File: config.mk
export PLATFORM = sky130hd
export DESIGN_NAME = systolic_ctrl
export DESIGN_NICKNAME = d
export VERILOG_FILES = /design/src/rtl/systolic_pkg.sv /design/src/rtl/systolic_ctrl_skew.sv /design/src/rtl/systolic_ctrl.sv
export SDC_FILE = /design/constraint.sdc
export NUM_CORES = 1
export LEC_CHECK = 0
export ABC_CLOCK_PERIOD_IN_PS = 4200
export BUFFER_PORTS_ARGS = -buffer_cell sky130_fd_sc_hd__buf_2
export CORE_MARGIN = 4
export CORE_UTILIZATION = 40
export DETAILED_ROUTE_END_ITERATION = 6
export HOLD_SLACK_MARGIN = 0.12
export PLACE_DENSITY = 0.65
export REMOVE_ABC_BUFFERS = 1
export SYNTH_ARGS = -nofsm -noshare
export SYNTH_HDL_FRONTEND = slang
export SYNTH_SLANG_ARGS = --single-unit
File: constraint.sdc
create_clock -name clk -period 4.2 [get_ports clk]
set_clock_uncertainty 0.1 [all_clocks]
set_input_delay 0.84 -clock clk [delete_from_list [all_inputs] [get_ports clk]]
set_output_delay 0.84 -clock clk [all_outputs]
set_load 0.03 [all_outputs]
File: src/rtl/systolic_pkg.sv
// Shared types and constants for the systolic array sequencer.
package systolic_pkg;

   typedef enum logic [2:0] {
      IDLE   = 3'd0,
      LOAD_W = 3'd1,
      STREAM = 3'd2,
      DRAIN  = 3'd3,
      DONE   = 3'd4
   } ctrl_state_t;

   localparam int W_DEF = 8;
   localparam int N_DEF = 4;

   // Steps needed to flush the last real vector out of the bottom-left unit.
   function automatic int drain_steps(input int n);
      return 2 * n - 1;
   endfunction

endpackage

File: src/rtl/systolic_ctrl_skew.sv
// Step-enabled, clearable delay line feeding one row of the array's right edge.
module skew_line #(
   parameter int W     = 8,
   parameter int DEPTH = 1
) (
   input  logic         clk,
   input  logic         rst_n,
   input  logic         en,
   input  logic         clr,
   input  logic [W-1:0] d,
   output logic [W-1:0] q
);

   if (DEPTH == 0) begin : g_wire
      logic unused_ok;
      assign unused_ok = &{1'b0, clk, rst_n, en, clr};
      assign q = d;
   end else begin : g_reg
      logic [W-1:0] sr [DEPTH];

      always_ff @(posedge clk or negedge rst_n) begin
         if (!rst_n) begin
            for (int i = 0; i < DEPTH; i++) sr[i] <= '0;
         end else if (clr) begin
            for (int i = 0; i < DEPTH; i++) sr[i] <= '0;
         end else if (en) begin
            sr[0] <= d;
            for (int i = 1; i < DEPTH; i++) sr[i] <= sr[i-1];
         end
      end

      assign q = sr[DEPTH-1];
   end

endmodule

File: src/rtl/systolic_ctrl.sv
// Job sequencer for an NxN systolic MAC array: weight load, skewed streaming,
// drain with result-valid tags, JTAG halt and abort.
module systolic_ctrl
   import systolic_pkg::*;
#(
   parameter int W     = W_DEF,
   parameter int N     = N_DEF,
   parameter int CNT_W = 16
) (
   input  logic             clk,
   input  logic             rst_n,
   input  logic             start_i,
   input  logic [CNT_W-1:0] vec_cnt_i,
   input  logic             abort_i,
   input  logic             halt_i,
   input  logic             w_valid_i,
   output logic             w_ready_o,
   input  logic [N*W-1:0]   w_data_i,
   input  logic             x_valid_i,
   output logic             x_ready_o,
   input  logic [N*W-1:0]   x_data_i,
   output logic [N-1:0]     wr_weight_v_o,
   output logic [N*W-1:0]   weight_o,
   output logic             step_o,
   output logic [N*W-1:0]   data_o,
   output logic [N-1:0]     res_valid_o,
   output logic             busy_o,
   output logic             done_o,
   output ctrl_state_t      state_o
);

   localparam int RW      = (N > 1) ? $clog2(N) : 1;
   localparam int DRAIN_N = drain_steps(N);
   localparam int DW      = $clog2(DRAIN_N + 1);
   localparam int TAG_D   = 2 * N - 1;

   ctrl_state_t      state;
   logic [RW-1:0]    row_cnt;
   logic [CNT_W-1:0] rem_cnt;
   logic [DW-1:0]    drain_cnt;
   logic [TAG_D-1:0] tag_sr;
   logic [N*W-1:0]   inject;
   logic             tag_in;
   logic             w_fire;

   // Handshakes: a beat transfers on a cycle where valid and ready are both
   // high; ready never depends on valid, and abort or halt force ready low.
   assign state_o   = state;
   assign busy_o    = (state != IDLE);
   assign w_ready_o = (state == LOAD_W) && !halt_i && !abort_i;
   assign w_fire    = w_ready_o && w_valid_i;
   // The last weight row is written into the array on the edge ending the
   // cycle where wr_weight_v_o is high, so streaming waits for it.
   assign x_ready_o = (state == STREAM) && !halt_i && !abort_i && (wr_weight_v_o == '0);
   assign tag_in    = (state == STREAM);
   assign inject    = (state == STREAM) ? x_data_i : '0;

   always_comb begin
      step_o = 1'b0;
      case (state)
         STREAM:  step_o = x_valid_i && x_ready_o;
         DRAIN:   step_o = !halt_i && !abort_i;
         default: step_o = 1'b0;
      endcase
   end

   always_comb begin
      res_valid_o = '0;
      for (int c = 0; c < N; c++) res_valid_o[c] = step_o & tag_sr[TAG_D-1-c];
   end

   for (genvar r = 0; r < N; r++) begin : g_row
      skew_line #(.W(W), .DEPTH(r)) u_skew (
         .clk   (clk),
         .rst_n (rst_n),
         .en    (step_o),
         .clr   (abort_i),
         .d     (inject[r*W +: W]),
         .q     (data_o[r*W +: W])
      );
   end

   always_ff @(posedge clk or negedge rst_n) begin
      if (!rst_n) begin
         state         <= IDLE;
         row_cnt       <= '0;
         rem_cnt       <= '0;
         drain_cnt     <= '0;
         tag_sr        <= '0;
         wr_weight_v_o <= '0;
         weight_o      <= '0;
         done_o        <= 1'b0;
      end else if (abort_i && state != IDLE) begin
         state         <= IDLE;
         row_cnt       <= '0;
         rem_cnt       <= '0;
         drain_cnt     <= '0;
         tag_sr        <= '0;
         wr_weight_v_o <= '0;
         weight_o      <= '0;
         done_o        <= 1'b0;
      end else begin
         wr_weight_v_o <= '0;
         weight_o      <= '0;
         done_o        <= 1'b0;
         if (step_o) tag_sr <= {tag_sr[TAG_D-2:0], tag_in};
         case (state)
            IDLE: begin
               if (start_i && vec_cnt_i != '0) begin
                  rem_cnt   <= vec_cnt_i;
                  row_cnt   <= '0;
                  drain_cnt <= '0;
                  state     <= LOAD_W;
               end
            end
            LOAD_W: begin
               if (w_fire) begin
                  wr_weight_v_o <= N'(1) << row_cnt;
                  weight_o      <= w_data_i;
                  if (row_cnt == RW'(N - 1)) begin
                     row_cnt <= '0;
                     state   <= STREAM;
                  end else begin
                     row_cnt <= row_cnt + RW'(1);
                  end
               end
            end
            STREAM: begin
               if (step_o) begin
                  rem_cnt <= rem_cnt - CNT_W'(1);
                  if (rem_cnt == CNT_W'(1)) state <= DRAIN;
               end
            end
            DRAIN: begin
               if (step_o) begin
                  if (drain_cnt != DW'(DRAIN_N)) drain_cnt <= drain_cnt + DW'(1);
                  if (drain_cnt == DW'(DRAIN_N - 1)) begin
                     state  <= DONE;
                     done_o <= 1'b1;
                  end
               end
            end
            DONE: begin
               drain_cnt <= '0;
               state     <= IDLE;
            end
            default: state <= IDLE;
         endcase
      end
   end

endmodule

## Word-level counts from Yosys, hierarchy flattened

Index checks and enable logic that the tools add are counted.

| word-level totals | value |
|---|---|
| flip-flop bits (word level) | 116 |
| input bits | 87 |
| output and inout bits | 80 |
| word-level logic and storage cells | 106 |

| cells by class | value |
|---|---|
| add/subtract/negate cells | 3 |
| equal/unequal tests | 16 |
| shift-type cells | 1 |
| multiplexer cells | 43 |
| bitwise gates (word level) | 4 |
| reductions and logical operators | 25 |

Operators by type and width:

| kind | number |
|---|---|
| $mux 32 | 4 |
| $mux 16 | 5 |
| $mux 24 | 2 |
| $mux 3 | 12 |
| $pmux 16 s2 | 1 |
| $eq 16x1->1 const B | 1 |
| $mux 8 | 2 |
| $reduce_bool 16->1 | 1 |
| $sub 16x1->16 const B | 1 |
| $ne 3x3->1 const B | 5 |
| $mux 7 | 2 |
| $mux 4 | 3 |
| $pmux 3 s4 | 1 |
| $logic_and 1x1->1 | 10 |
| $pmux 3 s3 | 1 |
| $reduce_bool 3->1 | 3 |
| $mux 2 | 4 |
| $reduce_and 7->1 | 1 |
| $eq 3x2->1 const B | 2 |
| $eq 3x3->1 const B | 2 |
| $ne 3x1->1 const B | 2 |
| $ne 3x2->1 const B | 2 |
| $reduce_and 3->1 | 2 |
| $and 1x1->1 | 4 |
| 14 further kinds | 19 |

## Longest topological paths before layout

| logic depth | value |
|---|---|
| word-level depth | 9 |
| depth in mapped cells | 8 |
| gate-level depth less buffers | 7 |

## Modules after synthesis

Synthesis repeated with hierarchy kept, for this count alone.

| unflattened totals | value |
|---|---|
| cell total of the unflattened synthesis | 544 |
| area, all modules | 5691.7 um2 |

By module, submodules not included:

| module | instances | cells an instance | area each (um2) | seq. area each (um2) |
|---|---|---|---|---|
| systolic_ctrl | 1 | 365 | 3535.9 | 1701.6 |
| skew_line (g_row[3].u_skew) | 1 | 85 | 1049.8 | 600.6 |
| skew_line (g_row[2].u_skew) | 1 | 60 | 720.7 | 400.4 |
| skew_line (g_row[1].u_skew) | 1 | 26 | 325.3 | 200.2 |
| skew_line (g_row[0].u_skew) | 1 | 8 | 60.1 | 0.0 |

## Least setup slack after synthesis

Ideal clock, no wire load.

| timing | value |
|---|---|
| kind | input -> output |
| start | input port abort_i |
| end | output port res_valid_o[1] |
| arrival time | 2.091 ns |
| slack | 1.169 ns |
| stages on the path | 6 |
| cells stage by stage | nor4_2 -> nand4b_1 -> a21o_1 -> inv_2 -> buf_4 -> and2_1 |

| between the ends | value |
|---|---|
| longest elaborated chain between the ends | 6 |
| elaborated cells between the ends (all ways) | 7 |
| those cells by class | mux: 1; bitwise: 1; reduce/logical: 5 |

Ends and longest elaborated chain:

| item | line | RTL |
|---|---|---|
| from (decl) | systolic_ctrl.sv:14 | `input logic abort_i,` |
| $logic_not 1->1 * | systolic_ctrl.sv:54, systolic_ctrl.sv:62 |  |
| $logic_and 1x1->1 (2 in a row) | systolic_ctrl.sv:54 | `assign x_ready_o = (state == STREAM) && !halt_i && !abort_i && (wr_weight_v_o == '0);` |
| $logic_and 1x1->1 | systolic_ctrl.sv:61 | `STREAM: step_o = x_valid_i && x_ready_o;` |
| $pmux 1 s2 * | systolic_ctrl.sv:60 | `case (state)` |
| $and 1x1->1 * | systolic_ctrl.sv:69 | `for (int c = 0; c < N; c++) res_valid_o[c] = step_o & tag_sr[TAG_D-1-c];` |
| to (decl) | systolic_ctrl.sv:26 | `output logic [N-1:0] res_valid_o,` |

Every way passes the cells marked *; elsewhere a longest branch is shown, timed or not.

## Worst setup path in the final report

Same ends and word-level chain as after synthesis.

==> metrics.md <==
| Metric | Value |
|---|---|
| Final-stage net count | 736 |
| Post-layout util | 0.5227 |
| Vias in the first global route | 4,437 |
| Via Count | 4,295 |
| Yosys cell types | 56 |
| Setup bufs post-CTS | 0 |
| GPL Wtd Cong | 0.8843 |
| Share of the synthesized area in the top cell type | 0.5504 |
| Crit. End Element | primary output |
| Die area | 15,090 µm² |
| Slew margin rel. | 0.2593 |
| Unrepaired setup endpoints after global routing | false |
| Overall Power | 3.338 mW |
| Slew @ Worst Pin | 1.110 ns |
| Critical Path AT | between 2 and 3 ns |
| Worst-path cell chain | buf_2, nor4_2, nand4b_1, a21o_1, inv_2, and2_1, buf_2 |
| Delay-heaviest family, CP | simple AND/OR/NAND/NOR gates |
| GR Overflow Total | 0 |
| Crit path from | abort_i |
| Net switching power | 991.6 µW |
| CTS tree | yes |
| Area Growth Syn to Fin | 26.60% |
| Worst setup margin | 0.7160 ns |
| Fin crit share | 0.8295 |
| Post-synthesis sequential area ratio | 0.5504 |
| Post-synth ARST share | 1.000 |
| Initial antenna violation count | 0 |
| CP required | 3.26 ns |
| Final wirelength | 13.53 mm |
| Pleak | 3.573 nW |
| Placed Cells | 793 |
| Switch share | 0.2971 |
| Core Box Area | 12,770 µm² |
| Synthesis warning total | 0 |
| CP most frequent cell | buf_2 |
| Max Slew Vio Count | 0 |
| Slowest Stage Delay on Critical Path | 0.38 ns |
| DP Wirelength | 9.455 mm |
| Total track usage | 0.1929 |
| Initial Util | 0.4129 |
| Routed vias/inst | 5.212 |
| Int Pwr | 2.346 mW |
| Number of CTS-inserted buffers | 17 |
| Commonest cells post-synth | dfrtp_1 (116), and3_1 (39), nand2_1 (39), o21ai_0 (30) |
| Routed wire per std cell | 16.42 µm |
| Row Count | 41 |
| Largest net degree at the start of global routing | 70 |
| CP Buf/Inv Count | 3 |
| Max clock buf depth | 2 |
| Post-Syn Area | 5274 µm² |
| Cells after Synth | 499 |
| Post-route insts no fill | 824 |
| I/O pin cnt | 167 |
| Master of the slowest instance on the critical path | nor4_2 |
| Number of DRC markers in iteration 0 | between 300 and 400 |
| Clock power frac | 0.419 |
| Post-synth EDFFs | 0 |
| Die Wd | 122.8 µm |
| Hold_buf cts | 0 |
| Clock transition at path regs | 0.05 ns |
| Status | completed |
| CP Class | in -> out |
| Maxcap violations | 0 |
| # port buffers | 166 |
| Seq cells post-synth | 116 |
| CP Launch Type | primary input |
| FMAX | 0.2870 GHz |
| Fraction of layout instances using a drive strength above 1 | 0.3390 |
| Die H | 122.8 µm |
| H-tree levels | 4 |
| First-pass GRT wire length | 22.38 mm |
| Top_reg_cell synth | dfrtp_1 |
| Layout fillers | 1,186 |
| Worst-Skew Late Latency | 0.41 ns |
| Final setup violation count | 0 |
| Root Buffer | clkbuf_16 |
| VDD IR max | 295.5 µV |
| Cell taking the most area after synthesis | dfrtp_1 |
| Post-DRT Antenna Nets | 0 |
| Combinational power share | 0.183 |
| Reg power frac | 0.398 |
| Clk sinks | 116 |
| Pwr Density | 499.9 nW/µm² |
| Fin. Hold Viols | 0 |
| Hold slack | 0.3419 ns |
| Place WS | between 0.7 and 0.8 ns |
| Drt drc | 0 |
| Reg2reg start | state_o[1] |
| Antenna Cells | 0 |
| Syn Area/Cell | 10.57 µm² |
| Fin crit period | roughly 3.5 ns |
| Most frequent cell after synthesis | dfrtp_1 |
| Area contributors post-synth | dfrtp_1 (55%), and3_1 (4.6%), a22o_1 (4.5%), nand2b_1 (3.2%), o21ai_0 (2.8%) |
| DR pass1 iterations | 4 |
| Post-CTS sizing | 0 |
| Hold crit path type | in -> async |
| Crit path max fanout | 27 |
-- registers in the layout (all words and copies together), names as in the netlist --
name / flops
drain_cnt: 3
row_cnt: 2
g_row.u_skew.q: 24
weight_o: 32
rem_cnt: 16
tag_sr: 7
done_o: 1
g_row.u_skew.g_reg.sr: 24
state_o: 3
wr_weight_v_o: 4
-- logic make-up after synthesis --
group                      share of synthesized area
DFF                                           0.5504
AOI/OAI and AO/OA                             0.1590
buffers and inverters                        0.06145
adders and majority gates                    0.02135
muxes                                       0.008066
and+or+nand+nor                               0.1998
-- stage by stage --
stage	cell area (µm²)	TNS, ns
after global routing	6676	0
after detailed placement	6098	0
final	6676	0
after global placement	6098	0
after CTS	6676	0
after floorplan	4984	-0.5119
-- cell usage in the layout (no fill, tap or decap), types with 3 or more instances in the layout --
| cell | netlist | layout |
|---|---|---|
| dfrtp_1 | 116 | 116 |
| a22oi_1 | 3 | 3 |
| o31ai_1 | 3 | 3 |
| clkbuf_16 | 0 | 17 |
| nor3b_1 | 3 | 3 |
| nand2_1 | 39 | 39 |
| clkbuf_8 | 0 | 3 |
| a22o_1 | 27 | 27 |
| o21ai_0 | 30 | 30 |
| a21o_1 | 6 | 6 |
| nor2_1 | 22 | 21 |
| and3_1 | 39 | 39 |
| nor4_1 | 10 | 9 |
| or3_1 | 3 | 3 |
| nor3_1 | 9 | 9 |
| nand2b_1 | 27 | 27 |
| o21ai_2 | 7 | 7 |
| buf_2 | 10 | 165 |
| nand3_1 | 4 | 4 |
| clkinv_2 | 0 | 4 |
| and2_1 | 13 | 13 |
| ha_1 | 9 | 9 |
| a31oi_1 | 3 | 3 |
| a21oi_1 | 17 | 17 |
| buf_4 | 19 | 6 |
| inv_1 | 8 | 8 |
| o21ai_1 | 15 | 15 |
| nand4_1 | 3 | 3 |
-- area by class of cell --
cell class,instances,area (µm²),share of cell area
clock inverter,9,103.9,0.01555
sequential,116,2903,0.4348
clock buffer,22,474.2,0.07103
tap,172,215.2,0.03223
inverter,9,33.78,0.005060
timing repair buffer,172,890.9,0.1334
multi-input combinational,324,2056,0.3079
-- worst reg2reg max path: cells and delay by family (launching register included) --
family / cells / cell delay [ns]
flops: 1 / 0.56
compound gates: 2 / 0.83
simple gates: 2 / 1.00
-- power by group through the flow --
stage                     combinational [mW]  sequential [mW]  clock, mW
after CTS                              0.614             1.33       1.43
final                                  0.611             1.33       1.40
after global routing                   0.678             1.35       1.50
after floorplan                        0.366             1.36          0
after detailed placement               0.615             1.34          0
after global placement                 0.597             1.34          0
-- metal layers --
layer | up-vias | GRT usage | share of wire | wire [µm]
met5 | - | 0 | 0 | 0
met4 | 0 | 0.09307 | 0.029 | 391
met3 | 29 | 0.07465 | 0.087 | 1183
met2 | 172 | 0.2959 | 0.47 | 6348
met1 | 2057 | 0.2388 | 0.41 | 5610
li1 | 2037 | - | - | -
-- path summary, 6_finish.rpt --
| kind | endpoint | slack [ns] | cells past startpoint |
|---|---|---|---|
| hold reg to reg | tag_sr[6] | 0.37 | 1 |
| max in group asynchronous | g_row[3].u_skew.g_reg.sr[14] | 2.89 | 2 |
| min in group clk | tag_sr[6] | 0.37 | 1 |
| hold / removal | rem_cnt[9] | 0.34 | 1 |
| setup reg to reg | rem_cnt[2] | 1.59 | 4 |
| setup / recovery | res_valid_o[1] | 0.72 | 7 |
Power figures use the tool's default switching activity.
